### src/rtl/pifregbank.sv
`default_nettype none
`timescale 1ns/1ps
// +--------------------------------------------------------------------------+
// | pifregbank : PIF control register bank (ID/ptr, scratch, misc, status)   |
// | Rev 1.0    : initial release                                             |
// +--------------------------------------------------------------------------+
module pifregbank #(
    parameter int                 DATA_W      = 8,
    parameter int                 ADDR_W      = 4,
    parameter int                 SUBA_W      = 4,
    parameter int                 BASE_ADDR   = 0,
    parameter int                 NUM_SCRATCH = 4,
    parameter logic [DATA_W-1:0]  SCRATCH_RST = 'h15,
    parameter int                 MISC_W      = 2,
    parameter logic [MISC_W-1:0]  MISC_RST    = MISC_W'(2'b01),
    parameter int                 EV_W        = 4,
    parameter logic [7:0]         ID_BYTE     = 8'h49
) (
    input  logic              xclk,
    input  logic              sys_rst,
    input  logic              XI_PWr,
    input  logic [ADDR_W-1:0] XI_PRWA,
    input  logic              XI_PRdFinished,
    input  logic [SUBA_W-1:0] XI_PRdSubA,
    input  logic [DATA_W-1:0] XI_PD,
    input  logic [EV_W-1:0]   ev_in,
    output logic [DATA_W-1:0] XO,
    output logic [MISC_W-1:0] MiscReg
);

    localparam int         PTR_W  = $clog2(NUM_SCRATCH);
    localparam logic [1:0] c_ID   = 2'd0;
    localparam logic [1:0] c_SCR  = 2'd1;
    localparam logic [1:0] c_MISC = 2'd2;
    localparam logic [1:0] c_STAT = 2'd3;

    logic [PTR_W-1:0]  ptr_q, ptr_d;
    logic [DATA_W-1:0] scratch_q [NUM_SCRATCH];
    logic [MISC_W-1:0] misc_q, misc_d, miscreg_q;
    logic [EV_W-1:0]   status_q, status_d;

    logic              s1_own_q;
    logic [1:0]        s1_sel_q;
    logic [SUBA_W-1:0] s1_sub_q;
    logic [DATA_W-1:0] s2_data_q, s2_data_d;
    logic [DATA_W-1:0] xo_q;

    logic       w_own;
    logic [1:0] w_sel;
    logic       w_wr_id, w_wr_scr, w_wr_misc, w_wr_stat, w_fin_scr, w_fin_stat;
    logic [EV_W-1:0] w_rclr, w_wclr;

    assign w_own = (32'(XI_PRWA) >= 32'(BASE_ADDR)) &&
                   (32'(XI_PRWA) <= 32'(BASE_ADDR) + 32'd3);
    assign w_sel = 2'(XI_PRWA - ADDR_W'(BASE_ADDR));

    assign w_wr_id    = XI_PWr & w_own & (w_sel == c_ID);
    assign w_wr_scr   = XI_PWr & w_own & (w_sel == c_SCR);
    assign w_wr_misc  = XI_PWr & w_own & (w_sel == c_MISC);
    assign w_wr_stat  = XI_PWr & w_own & (w_sel == c_STAT);
    assign w_fin_scr  = XI_PRdFinished & w_own & (w_sel == c_SCR);
    assign w_fin_stat = XI_PRdFinished & w_own & (w_sel == c_STAT);

    // Read-clear uses what is on XO, so only bits the host actually saw are dropped.
    assign w_rclr = w_fin_stat ? xo_q[EV_W-1:0] : '0;
    assign w_wclr = w_wr_stat  ? XI_PD[EV_W-1:0] : '0;

    always_comb begin
        ptr_d    = ptr_q;
        misc_d   = misc_q;
        if (w_wr_id)
            ptr_d = XI_PD[PTR_W-1:0];
        else if (w_wr_scr || w_fin_scr)
            ptr_d = ptr_q + PTR_W'(1);
        if (w_wr_misc)
            misc_d = XI_PD[MISC_W-1:0];
        status_d = (status_q & ~w_rclr & ~w_wclr) | ev_in;
    end

    always_ff @(posedge xclk or negedge sys_rst) begin
        if (!sys_rst) begin
            ptr_q     <= '0;
            misc_q    <= MISC_RST;
            miscreg_q <= MISC_RST;
            status_q  <= '0;
            for (int i = 0; i < NUM_SCRATCH; i++)
                scratch_q[i] <= SCRATCH_RST;
        end else begin
            ptr_q     <= ptr_d;
            misc_q    <= misc_d;
            miscreg_q <= misc_q;
            status_q  <= status_d;
            if (w_wr_scr)
                scratch_q[ptr_q] <= XI_PD;
        end
    end

    always_comb begin
        s2_data_d = '0;
        if (s1_own_q) begin
            case (s1_sel_q)
                c_ID: begin
                    if (s1_sub_q == SUBA_W'(0))
                        s2_data_d = DATA_W'(ID_BYTE);
                    else if (s1_sub_q == SUBA_W'(1))
                        s2_data_d = DATA_W'(NUM_SCRATCH);
                    else if (s1_sub_q == SUBA_W'(2))
                        s2_data_d = DATA_W'(ptr_q);
                    else if (s1_sub_q == SUBA_W'(3))
                        s2_data_d = DATA_W'({4'h5, 4'(misc_q)});
                    else
                        s2_data_d = DATA_W'({4'h6, 4'(s1_sub_q)});
                end
                c_SCR:   s2_data_d = scratch_q[ptr_q];
                c_MISC:  s2_data_d = DATA_W'(misc_q);
                default: s2_data_d = DATA_W'(status_q);
            endcase
        end
    end

    // Decode -> select -> output; an unowned address yields zero for OR-combining.
    always_ff @(posedge xclk or negedge sys_rst) begin
        if (!sys_rst) begin
            s1_own_q  <= 1'b0;
            s1_sel_q  <= '0;
            s1_sub_q  <= '0;
            s2_data_q <= '0;
            xo_q      <= '0;
        end else begin
            s1_own_q  <= w_own;
            s1_sel_q  <= w_sel;
            s1_sub_q  <= XI_PRdSubA;
            s2_data_q <= s2_data_d;
            xo_q      <= s2_data_q;
        end
    end

    assign XO      = xo_q;
    assign MiscReg = miscreg_q;

endmodule
`default_nettype wire

### config.mk
export PLATFORM = sky130hd
export DESIGN_NAME = pifregbank
export DESIGN_NICKNAME = d
export VERILOG_FILES = /design/src/rtl/pifregbank.sv
export SDC_FILE = /design/constraint.sdc
export NUM_CORES = 1
export LEC_CHECK = 0
export CAP_MARGIN = 25
export CORE_UTILIZATION = 50
export DETAILED_ROUTE_END_ITERATION = 10
export PLACE_DENSITY = 0.83
export SETUP_SLACK_MARGIN = 0.1
export SLEW_MARGIN = 20
export SYNTH_ARGS = -nofsm -noshare
export SYNTH_HDL_FRONTEND = slang
export SYNTH_SLANG_ARGS = --single-unit
export TNS_END_PERCENT = 1
### constraint.sdc
create_clock -name xclk -period 1.75 [get_ports xclk]
set_input_delay 0.35 -clock xclk [delete_from_list [all_inputs] [get_ports xclk]]
set_output_delay 0.35 -clock xclk [all_outputs]
set_load 0.02 [all_outputs]
### After elaboration in Yosys (flattened, before gate mapping)

Index checks and enable logic that the tools add are counted.

* $add $sub $neg: 1
* magnitude comparators: 3
* eq/ne operators: 8
* muxes and demuxes: 16
* bitwise logic cells: 14
* reduce and logical (&&, ||, !) cells: 6

Operators with widths (number)
* bitwise mux 32 bit: 1
* two-way mux 8 bit: 4
* one-hot mux 8 bit (3 select lines): 1
* two-way mux 7 bit: 3
* binary-select mux 8 bit (select 2 bit): 1
* demux 8 bit (select 2 bit): 1
* bitwise AND 1 bit: 8
* bitwise AND 4 bit: 2
* equality test 4 x 2 -> 1 bit (second input constant): 2
* two-way mux 4 bit: 2
* NOT 4 bit: 2
* equality test 2 bit (second input constant): 3
* two-way mux 6 bit: 1
* equality test 2 x 1 -> 1 bit (second input constant): 2
* equality test 4 x 1 -> 1 bit (second input constant): 1
* <= comparator 4 x 2 -> 1 bit (second input constant): 1
* logical NOT 2 bit: 2
* logical NOT 4 bit: 1
* two-way mux 2 bit: 2
* bitwise OR 4 bit: 1
* greater-or-equal comparator 3 bit (second input constant): 1
* < comparator 3 x 1 -> 1 bit (second input constant): 1
* NOT 2 -> 3 bit: 1
* adder 2 x 1 -> 2 bit (second input constant): 1
* 3 further kinds: 3

* register bits: 65
* bits of input ports: 24
* output and inout bits: 10
* word-level logic and storage cells: 61

### Depth between registers and ports, before layout

* depth after elaboration: 8
* gate-level depth with buffers: 5
* depth with buffers taken out: 4

### Least setup slack after synthesis

No wires, ideal clock.

* kind: register to register
* from: reg ptr_q[0]
* to: reg scratch_q[27] in the netlist's numbering
* setup time: 0.125 ns
* data arrival time: 1.355 ns
* required time: 1.625 ns
* setup slack: 0.271 ns
* stages on the path, launching flop included: 6
* path buffers: 1
* clock period less this slack: 1.479 ns
* path through: dfrtp_1 buf_4 inv_1 ha_1 nand2_4 mux2_2

* longest elaborated chain between the ends: 6
* elaborated cells on any way between the ends: 7
* those cells by class: 2 x order compare; 3 x mux; 1 x bitwise; 1 x reduce/logical

RTL lines
* start: declaration: RTL line 37 `logic [PTR_W-1:0] ptr_q, ptr_d;`
* start signal: assignment: RTL line 89 `ptr_q <= ptr_d;`
* NOT 2 -> 3 bit (implied by the code) *: RTL line 94 `scratch_q[ptr_q] <= XI_PD;`
* greater-or-equal comparator 3 bit (implied by the code) or < comparator 3 x 1 -> 1 bit (tied branches): RTL line 94
* logical AND 1 bit (implied by the code): RTL line 94
* two-way mux 8 bit (implied by the code): RTL line 94
* demux 8 bit (select 2 bit) *: RTL line 94
* bitwise mux 32 bit *: RTL line 94
* end signal: indexed assignment: RTL line 87 `scratch_q[i] <= SCRATCH_RST;`
* end signal: indexed assignment: RTL line 94
* end: declaration: RTL line 38 `logic [DATA_W-1:0] scratch_q [NUM_SCRATCH];`

Mark *: on every way between the ends. The rest lies on a longest branch, timed or not.
A chain may end at the register's enable or synchronous reset.

### Worst setup path after layout

* from: reg xo_q[3], in the netlist XO[3]
* to: out XO[3]

RTL lines
* start: declaration: RTL line 46 `logic [DATA_W-1:0] xo_q;`
* start signal: assignment: RTL line 134 `xo_q <= s2_data_q;`
* end: declaration: RTL line 27 `output logic [DATA_W-1:0] XO,`

No word-level cell between the ends.

==> qor.csv <==
stage,metric,value,unit
finish,"Core Util, Final",66.39,%
sta,fin crit share,93.91,%
route,final WL,5266,um
yosys,Yosys top cell area share,46.26,%
place,port bufs,33,
critical_path,CP cell instances,clkdlybuf4s50_1,
sta,Final Hold Violating Endpoints,0,
clocking,clk slew on worst S/H paths,70,ps
sta,fmax,608.5,MHz
sta,Worst Clk Skew,6.991,ps
yosys,Ys Warns,0,
grt,largest net degree at the start of global routing,26,
clocking,CTS tree,yes,
route,antenna-violating nets left,0,
yosys,number of synthesized register bits,65,
route,Post-route DRC,0,
finish,Layout Nets,271,
sta,RSZ-0062 raised after global routing,true,
critical_path,FF-to-FF Start,ptr_q[0]$_DFFE_PN0P_,
sta,Max Transition Viols Final,0,
critical_path,critical path class,reg -> out,
finish,post-route cell area,3456,um2
yosys,post-synthesis sequential area ratio,59.59,%
critical_path,CP Launch Type,flop,
critical_path,CP Launch Point,XO[3]$_DFF_PN0_,
clocking,Inserted Clock Buffers,9,
floorplan,full die area,5819,um2
critical_path,FF-to-FF setup slack,230,ps
route,Vias/cell,5.453,
floorplan,num ports,34,
yosys,"Top FF cell, synth",dfrtp_1,
critical_path,slowest CP cell,clkdlybuf4s50_1,
pwr,pwr dens,1154,nW/um2
pwr,Final Total Pwr,3.987,mW
grt,"Remaining Overflow, GRT",0,
yosys,Yosys cell types,38,
yosys,Post-Synthesis Cells,190,
route,drt wl/cell,16.56,um
clocking,Num Clock Sinks,65,
clocking,Max Buffers Root-to-Sink,2,
yosys,share of synthesized flip-flops with an asynchronous set or reset,100.0,%
status,status,completed,
finish,fillers,376,
finish,n_diodes,0,
critical_path,CP top delay family,buffers and inverters,
pwr,Leakage,1.549,nW
critical_path,RR Endpoint,s2_data_q[1]$_DFF_PN0_,
floorplan,chip height,76.28,um
clocking,Skew-Pair Late Insertion Delay,340,ps
finish,layout cell share with drive strength beyond 1,36.29,%
yosys,Synth top cells by count,"51 x dfrtp_1, 30 x mux2_2, 14 x dfstp_2",
place,area of placed instances,3273,um2
critical_path,Critical Path RT,1400,ps
grt,initial antenna violation count,0,
yosys,Synth Net Count,218,
yosys,Synth area leader,dfrtp_1,
pwr,VDD IR max,0.0006139,V
floorplan,Placement Rows,26,
place,post-DP HPWL,3900,um
grt,first-pass GRT wire length,8921,um
grt,vias in the first global route,1833,
clocking,Setup Buffers After CTS,0,
floorplan,DIE WIDTH,76.28,um
critical_path,critical-path maximum fanout,2,
critical_path,CP arrival,1290,ps
sta,Max transition margin,60.76,%
worst_hold_path,worst min-delay path class,reg -> reg,
route,DR pass1 iterations,4,
critical_path,"slowest stage delay, CP",600,ps
place,placed insts,301,
critical_path,R2R depth,4,
finish,"Area growth, synth to finish",25.26,%
critical_path,crit end category,output port,
floorplan,CORE AREA,5205,um2
clocking,CTS Root Cell,clkbuf_8,
critical_path,Buf/Inv on CP,1,
floorplan,Initial Util,53.00,%
yosys,synthesized area per cell,14.52,um2
grt,GRT Overall Usage,20.75,%
yosys,top-count cell post-synth,dfrtp_1,
sta,Finish-stage setup viols,0,
critical_path,WP depth,1,
route,Initial DRC Count,91,
yosys,Post-synth EDFFs,0,
yosys,"top cells by area, synth","dfrtp_1 46%, dfstp_2 13%, mux2_2 12%",
yosys,Syn Std Cell Area,2759,um2
route,Vias,1734,
finish,fin cells,318,
sta,minimum clock period,1643,ps
finish,register area,1644,um2
place,gp weighted congestion,0.7805,
finish,footprint of the multi-input gates,1072,um2
clocking,maximum level of the CTS H-tree,3,
sta,Worst-Margin Slew,588.6,ps
critical_path,worst setup path endpoint,XO[3],
job,max-cap violation count,0,
[layer usage]
metal	up-vias	wire, um	GRT usage [%]
li1	804	-	-
met1	864	2368	26.57
met2	60	2526	31.80
met3	6	318	8.982
met4	0	52	6.731
met5	-	0	0
[power by group]
group	switching (mW)	internal [mW]
clock network	0.547	0.547
logic	0.347	0.516
registers	0.184	1.85
[flip-flops by register name, summed over array words and instances, names as in the netlist]
| name | count |
|---|---|
| s1_own_q | 1 |
| misc_q | 2 |
| XO | 8 |
| s1_sel_q | 2 |
| s1_sub_q | 4 |
| scratch_q | 32 |
| status_q | 4 |
| MiscReg | 2 |
| ptr_q | 2 |
| s2_data_q | 8 |
[how the worst min path moves through the flow]
stage                      startpoint                    to  slack [ps]  cells after the start
3_5_place_dp   s2_data_q[1]$_DFF_PN0_       XO[1]$_DFF_PN0_         340                      0
4_1_cts        s2_data_q[1]$_DFF_PN0_       XO[1]$_DFF_PN0_         350                      0
3_3_place_gp   s2_data_q[6]$_DFF_PN0_       XO[6]$_DFF_PN0_         330                      0
2_1_floorplan                 sys_rst  MiscReg[1]$_DFF_PN0_          50                      0
6_report       s2_data_q[4]$_DFF_PN0_       XO[4]$_DFF_PN0_         350                      0
5_1_grt        s2_data_q[5]$_DFF_PN0_       XO[5]$_DFF_PN0_         360                      0
[metrics by stage]
step | hold WS (ps) | setup TNS, ps | worst slack [ps]
2_1_floorplan | 54.41 | 0 | 270.7
6_report | 348.1 | 0 | 106.5
4_1_cts | 349.6 | 0 | 82.92
5_1_grt | 360.7 | 0 | 41.58
3_3_place_gp | 331.5 | -6624 | -230.4
3_5_place_dp | 335.6 | -8073 | -285.4
[logic make-up after synthesis]
| kind of cell | synth area share, % |
|---|---|
| compound gates | 6.485 |
| xor+xnor | 0.3175 |
| fa+ha+maj | 1.814 |
| buf+inv | 1.587 |
| flops | 59.59 |
| mux | 21.13 |
| simple gates | 9.070 |
[layout make-up]
class,count,area share [%]
Timing Repair Buffer,49,13.65
Clock buffer,11,4.091
Tap cell,70,2.534
Multi-Input combinational cell,116,31.03
Sequential cell,65,47.57
Clock inverter,5,0.9051
Inverter,2,0.2172
[cells in the final DEF (no fill, tap or decap), types with 2 or more instances in the layout]
master           count
dfrtp_1             51
clkdlybuf4s50_1     31
mux2_2              30
dfstp_2             14
buf_4               13
clkbuf_8            10
nand2_1              9
mux4_2               8
a21oi_1              8
nor2_1               7
a22oi_1              4
a21o_1               4
nand2_4              4
mux2_1               4
ha_1                 4
nor3b_1              3
nor3_1               3
o21ai_0              3
clkinv_2             3
inv_1                2
nand2b_1             2
nor2b_1              2
nand4_1              2
o31ai_1              2
o211ai_1             2
mux2i_1              2
buf_12               2
[repair_timing]
item                                    in CTS  in global routing
endpoints found under the setup margin       9                 27
hold buffers                                 1                  0
pin swaps                                    0                  0
gates cloned                                 0                  0
hold endpoints to repair                     3                  0
resized for setup                            1                  1
Note: power is estimated with default switching activity, not from simulation.
